File: src/rtl/tile_mem_responder.sv
// Responder for the tiled-MatMul address stream: A/B reads (tagged, in-order queue) and C result writes.
// Optional statistics counters are enabled by defining TILE_RESP_STATS_EN.
module tile_mem_responder #(
  parameter int                    ADDR_WIDTH = 32,
  parameter int                    DATA_WIDTH = 16,
  parameter logic [ADDR_WIDTH-1:0] NULL_ADDR  = ADDR_WIDTH'(32'd99999999),
  parameter int                    MEM_LAT    = 2,
  parameter int                    FIFO_DEPTH = 4
) (
  input  logic                  clk,
  input  logic                  rst,
  input  logic [ADDR_WIDTH-1:0] agu_addr,
  input  logic [1:0]            agu_id,
  input  logic                  agu_valid,
  output logic                  read_req,
  output logic                  mem_re,
  output logic                  mem_we,
  output logic [ADDR_WIDTH-1:0] mem_addr,
  output logic [DATA_WIDTH-1:0] mem_wdata,
  input  logic [DATA_WIDTH-1:0] mem_rdata,
  input  logic [DATA_WIDTH-1:0] res_data,
  input  logic                  res_valid,
  output logic                  res_ready,
  output logic [DATA_WIDTH-1:0] out_data,
  output logic                  out_id,
  output logic                  out_valid,
  input  logic                  out_ready,
  output logic                  busy
`ifdef TILE_RESP_STATS_EN
  ,
  output logic [31:0]           stat_rd,
  output logic [31:0]           stat_zf,
  output logic [31:0]           stat_wr,
  output logic [31:0]           stat_drop
`endif
);

  localparam int PW = $clog2(FIFO_DEPTH);
  localparam int QW = $clog2(FIFO_DEPTH + 1);
  localparam int IW = $clog2(MEM_LAT + 1);
  localparam int CW = $clog2(FIFO_DEPTH + MEM_LAT + 1);

  logic                  accept, ab_accept, c_accept, is_null, credit_ok;
  logic                  tag_exit, q_push, q_pop;
  logic [DATA_WIDTH-1:0] push_data;

  logic [MEM_LAT-1:0]    tag_vld_q, tag_vld_d;
  logic [MEM_LAT-1:0]    tag_id_q, tag_id_d;
  logic [MEM_LAT-1:0]    tag_zf_q, tag_zf_d;

  logic [DATA_WIDTH-1:0] fifo_data_q [FIFO_DEPTH];
  logic [DATA_WIDTH-1:0] fifo_data_d [FIFO_DEPTH];
  logic [FIFO_DEPTH-1:0] fifo_id_q, fifo_id_d;
  logic [PW-1:0]         wr_ptr_q, wr_ptr_d, rd_ptr_q, rd_ptr_d;
  logic [QW-1:0]         q_count_q, q_count_d;
  logic [IW-1:0]         inflight_q, inflight_d;

  // Credits count both queued words and reads still in the tag pipe, so a
  // returning word always has a free queue slot.
  assign credit_ok = (CW'(q_count_q) + CW'(inflight_q)) < CW'(FIFO_DEPTH);
  assign is_null   = (agu_addr == NULL_ADDR);

  always_comb begin
    read_req = 1'b0;
    if (!rst) begin
      case (agu_id)
        2'd0, 2'd1: read_req = credit_ok;
        2'd2:       read_req = res_valid;
        default:    read_req = 1'b1;
      endcase
    end
  end

  assign accept    = agu_valid && read_req && (agu_id != 2'd3);
  assign ab_accept = accept && !agu_id[1];
  assign c_accept  = accept && (agu_id == 2'd2);

  assign mem_re    = ab_accept && !is_null;
  assign mem_we    = c_accept && !is_null;
  assign mem_addr  = (mem_re || mem_we) ? agu_addr : '0;
  assign mem_wdata = mem_we ? res_data : '0;
  assign res_ready = c_accept;

  always_comb begin
    tag_vld_d    = tag_vld_q;
    tag_id_d     = tag_id_q;
    tag_zf_d     = tag_zf_q;
    tag_vld_d[0] = ab_accept;
    tag_id_d[0]  = agu_id[0];
    tag_zf_d[0]  = is_null;
    for (int i = 1; i < MEM_LAT; i++) begin
      tag_vld_d[i] = tag_vld_q[i-1];
      tag_id_d[i]  = tag_id_q[i-1];
      tag_zf_d[i]  = tag_zf_q[i-1];
    end
  end

  // Zero-fill slots ride the same pipe as real reads to keep ordering intact.
  assign tag_exit  = tag_vld_q[MEM_LAT-1];
  assign q_push    = tag_exit;
  assign push_data = tag_zf_q[MEM_LAT-1] ? '0 : mem_rdata;
  assign out_valid = (q_count_q != '0);
  assign q_pop     = out_valid && out_ready;
  assign out_data  = out_valid ? fifo_data_q[rd_ptr_q] : '0;
  assign out_id    = out_valid ? fifo_id_q[rd_ptr_q] : 1'b0;
  assign busy      = (inflight_q != '0) || (q_count_q != '0);

  always_comb begin
    fifo_data_d = fifo_data_q;
    fifo_id_d   = fifo_id_q;
    wr_ptr_d    = wr_ptr_q;
    rd_ptr_d    = rd_ptr_q;
    q_count_d   = q_count_q;
    inflight_d  = inflight_q;
    if (q_push) begin
      fifo_data_d[wr_ptr_q] = push_data;
      fifo_id_d[wr_ptr_q]   = tag_id_q[MEM_LAT-1];
      wr_ptr_d              = wr_ptr_q + PW'(1);
    end
    if (q_pop) begin
      rd_ptr_d = rd_ptr_q + PW'(1);
    end
    case ({q_push, q_pop})
      2'b10:   q_count_d = q_count_q + QW'(1);
      2'b01:   q_count_d = q_count_q - QW'(1);
      default: q_count_d = q_count_q;
    endcase
    case ({ab_accept, tag_exit})
      2'b10:   inflight_d = inflight_q + IW'(1);
      2'b01:   inflight_d = inflight_q - IW'(1);
      default: inflight_d = inflight_q;
    endcase
  end

  always_ff @(posedge clk or posedge rst) begin
    if (rst) begin
      tag_vld_q  <= '0;
      tag_id_q   <= '0;
      tag_zf_q   <= '0;
      fifo_id_q  <= '0;
      wr_ptr_q   <= '0;
      rd_ptr_q   <= '0;
      q_count_q  <= '0;
      inflight_q <= '0;
      for (int i = 0; i < FIFO_DEPTH; i++) begin
        fifo_data_q[i] <= '0;
      end
    end else begin
      tag_vld_q   <= tag_vld_d;
      tag_id_q    <= tag_id_d;
      tag_zf_q    <= tag_zf_d;
      fifo_data_q <= fifo_data_d;
      fifo_id_q   <= fifo_id_d;
      wr_ptr_q    <= wr_ptr_d;
      rd_ptr_q    <= rd_ptr_d;
      q_count_q   <= q_count_d;
      inflight_q  <= inflight_d;
    end
  end

`ifdef TILE_RESP_STATS_EN
  logic [31:0] stat_rd_q, stat_rd_d, stat_zf_q, stat_zf_d;
  logic [31:0] stat_wr_q, stat_wr_d, stat_drop_q, stat_drop_d;

  function automatic logic [31:0] sat_inc(input logic [31:0] v, input logic en);
    return (en && (v != 32'hFFFF_FFFF)) ? v + 32'd1 : v;
  endfunction

  always_comb begin
    stat_rd_d   = sat_inc(stat_rd_q, mem_re);
    stat_zf_d   = sat_inc(stat_zf_q, ab_accept && is_null);
    stat_wr_d   = sat_inc(stat_wr_q, mem_we);
    stat_drop_d = sat_inc(stat_drop_q, c_accept && is_null);
  end

  always_ff @(posedge clk or posedge rst) begin
    if (rst) begin
      stat_rd_q   <= '0;
      stat_zf_q   <= '0;
      stat_wr_q   <= '0;
      stat_drop_q <= '0;
    end else begin
      stat_rd_q   <= stat_rd_d;
      stat_zf_q   <= stat_zf_d;
      stat_wr_q   <= stat_wr_d;
      stat_drop_q <= stat_drop_d;
    end
  end

  assign stat_rd   = stat_rd_q;
  assign stat_zf   = stat_zf_q;
  assign stat_wr   = stat_wr_q;
  assign stat_drop = stat_drop_q;
`endif

endmodule
File: config.mk
export PLATFORM = sky130hd
export DESIGN_NAME = tile_mem_responder
export DESIGN_NICKNAME = d
export VERILOG_FILES = /design/src/rtl/tile_mem_responder.sv
export SDC_FILE = /design/constraint.sdc
export NUM_CORES = 1
export LEC_CHECK = 0
export ABC_CLOCK_PERIOD_IN_PS = 7800
export CORE_ASPECT_RATIO = 1.4
export CORE_MARGIN = 5
export CORE_UTILIZATION = 52
export CTS_BUF_LIST = sky130_fd_sc_hd__clkbuf_8
export CTS_CLUSTER_DIAMETER = 40
export CTS_CLUSTER_SIZE = 40
export DETAILED_ROUTE_END_ITERATION = 10
export PLACE_DENSITY = 0.89
export SYNTH_ARGS = -nofsm -noshare
export SYNTH_HDL_FRONTEND = slang
export SYNTH_SLANG_ARGS = --single-unit
export TNS_END_PERCENT = 100
File: constraint.sdc
create_clock -name clk -period 7.8 [get_ports clk]
set_input_delay 0.78 -clock clk [delete_from_list [all_inputs] [get_ports clk]]
set_output_delay 0.78 -clock clk [all_outputs]
set_load 0.01 [all_outputs]
==> impl_results.md <==
* Vias per cell at 5.66
* Launch point of the worst path: agu_addr[25]
* Crit start category: primary input
* Largest family of logic cells by synthesized area: compound AO/OA/AOI/OAI gates
* Post-cts sizing count at 0
* Critical path fanouts, max at 26
* Area leader, netlist: dfrtp_1
* First-pass GRT wire length at 19700 um
* Slew HR at 0.279
* CP required at 7020 ps
* TritonCTS clock tree: done
* CP most frequent cell: clkdlybuf4s50_1
* Setup Buffers After CTS at 0
* Post-synth EDFFs at 0
* Worst hold path type: reg2reg
* Clock buffer count from CTS at 9
* DRT Wirelength at 12100 um
* Placer Congestion at 0.786
* Synthesized instance count at 446
* Final setup fails at 0
* Synthesized area at 0.00443 sq mm
* RSZ-0062 raised after global routing: false
* Synth unique cells at 39
* Pwr Density at 317 mW/mm^2
* Outcome: finished, final reports clean
* Setup slack at placement at 3690 ps
* Initial core utilization at 0.524
* ANT cells at 0
* CP cell instances: clkdlybuf4s50_1 -> or4_4 -> nor4_4 -> buf_4 -> a221oi_1 -> clkdlybuf4s50_1
* Synth Area in Adders at 0.0243
* FP Rows at 40
* Critical path arrival at 3360 ps
* Synthesized Nets at 525
* Routed vias at 3837
* Total congestion overflow at 0
* First drt pass iteration count at 4
* GRT Total Usage at 0.236
* Largest stage delay, worst path at 560 ps
* Slew @ Worst Pin at 1080 ps
* Hold_buf cts at 0
* Die Area at 0.0105 sq mm
* Post-route ant nets at 0
* Post-synth top flop: dfrtp_1
* CP endpoint: mem_addr[0]
* Reg-to-reg slack, setup at 5370 ps
* Fmax achieved at 242 MHz
* Crit Path Class: in2out
* Max-cap violations at 0
* Detail Placement HPWL at 8700 um
* Clk slew on worst S/H paths at 70 ps
* Post-synthesis simple-gate area fraction at 0.146
* Die Y at 119 um
* Clock skew at 7.23 ps
* Synth Area in Compound Gates at 0.169
* Clk sinks at 83
* Pin count of the biggest net entering global routing at 84
* Fin crit period at 4140 ps
* Per-cell routed wire length at 17.8 um
* Seq/Total Area, Yosys at 0.468
* Top cell type's share of synthesized area at 0.468
* I/O pin total at 142
* Vias in the first global route at 4124
* Final hold vios at 0
* Layout cells sized above 1 at 0.0768
* Clock Latency Late Sink at 340 ps
* Maximum clock path buffer count at 2
* Leakage at 2.70 nW
* Peak supply drop at 0.000224 V
* Initial antenna violation count at 0
* Final worst slack at 3660 ps
* Initial drt markers at 215
* Htree depth at 3
* XOR/XNOR share of the synthesized area at 0.0178
* Area delta synth->final at 36.7%
* Mux contribution to synthesized area at 0.0988
* Setup TNS at 0 ps
* CP max-delay cell: nor4_4
* #FFs+latches synth at 83
* Syn avg cell area at 9.94 sq um
* CP endpoint kind: output port
* Die W at 88.0 um
* Max Slew Vio Count at 0
* Worst r2r path cells at 8
* Most numerous cell in the Yosys netlist: dfrtp_1
* I/O Buffers at 141
* Top post-synthesis cells by count: dfrtp_1 (83), nand2_1 (69), o21ai_0 (65), inv_1 (45), clkbuf_1 (23)
* DRC viols at 0
* Period utilization at 0.530
* Synth top area cells: dfrtp_1 (47%), mux4_2 (8.6%), o21ai_0 (7.3%)
* Async S/R FF share, synth at 1.00
* Synth warn at 0
* Worst r2r src: q_count_q[0]
* R2R Path End: q_count_q[2]
* Core area at 0.00846 sq mm
* Root buffer cell: clkbuf_8
* Nets at 647
## sequential cells by signal (all words and copies together) (netlist names)
register / cells
fifo_data_q: 64
fifo_id_q: 4
tag_zf_q: 2
wr_ptr_q: 2
q_count_q: 3
rd_ptr_q: 2
tag_id_q: 2
inflight_q: 2
tag_vld_q: 2
## kinds of logic (layout without fill, tap and decap cells)
logic type / count (synthesis) / after routing
compound gates: 118 / 118
mux: 22 / 22
buf+inv: 81 / 208
xor+xnor: 9 / 9
fa+ha+maj: 8 / 8
simple gates: 125 / 125
flops: 83 / 83
## through the flow
step / area, sq um / total power [mW] / hold slack, ps / utilization / instances
finish: 6060 / 1.92 / 351 / 0.716 / 678
global route: 6060 / 2.05 / 368 / 0.716 / 678
CTS: 6060 / 1.94 / 353 / 0.716 / 678
detailed placement: 5870 / 1.65 / 336 / 0.694 / 662
global placement: 5870 / 1.58 / 335 / 0.694 / 662
floorplan: 4430 / 1.25 / 331 / - / 446
## power by group
group	total, mW	internal [mW]	leakage, nW	switching [mW]
clock network	0.293	0.152	0.111	0.141
registers	0.768	0.623	0.929	0.145
logic	0.862	0.509	1.66	0.353
total	1.92	1.28	2.70	0.639
## cell type report
| cell class | count | area [sq um] |
|---|---|---|
| timing repair buffer | 147 | 1460 |
| multi-input combinational | 282 | 2040 |
| clock inverter | 6 | 50.0 |
| sequential | 83 | 2080 |
| tap | 105 | 131 |
| inverter | 45 | 170 |
| clock buffer | 10 | 138 |
| fill | 598 | 2400 |
## worst max-delay path: cells and delay by family
family | cells | cell delay, ps
buffers and inverters | 3 | 1310
and+or+nand+nor | 2 | 1110
AOI/OAI and AO/OA | 1 | 150
## per-layer routing
metal  part of all wire  vias to the layer above  global-route usage
met1               0.38                     1858               0.286
met4              0.017                        0              0.0681
li1                   -                     1787                   -
met3               0.10                       14              0.0754
met2               0.50                      178               0.399
met5                  0                        -                   0
## layout by cell type, fill, tap and decap left out, types with 2 or more instances in the layout
master           Yosys  routed
xor2_1               5       5
inv_1               45      48
a211oi_1            17      17
mux2_2               4       4
dfrtp_1             83      83
a221oi_1            19      19
nand4_1              3       3
clkinv_2             0       2
o21ai_0             65      65
or3_1                2       2
nand2_1             69      69
buf_4                5       6
clkdlybuf4s50_1      0     141
clkbuf_8             0      10
nor2_1               2       2
ha_1                 7       7
nor4_4               1       2
a21oi_1              2       2
nand4b_1             3       3
a21boi_0            13      13
nand2b_1            16      16
mux4_2              17      17
and2_1              20      20
xnor2_1              4       4
## how the worst min path moves through the flow
stage | cells past startpoint | end | start | slack (ps)
2_1_floorplan | 0 | tag_id_q[1] | tag_id_q[0] | 330
3_3_place_gp | 0 | tag_id_q[1] | tag_id_q[0] | 330
6_report | 0 | tag_id_q[1] | tag_id_q[0] | 350
4_1_cts | 0 | tag_id_q[1] | tag_id_q[0] | 350
3_5_place_dp | 0 | tag_id_q[1] | tag_id_q[0] | 340
5_1_grt | 0 | tag_zf_q[1] | tag_zf_q[0] | 370
Note: power is estimated with default switching activity, not from simulation.
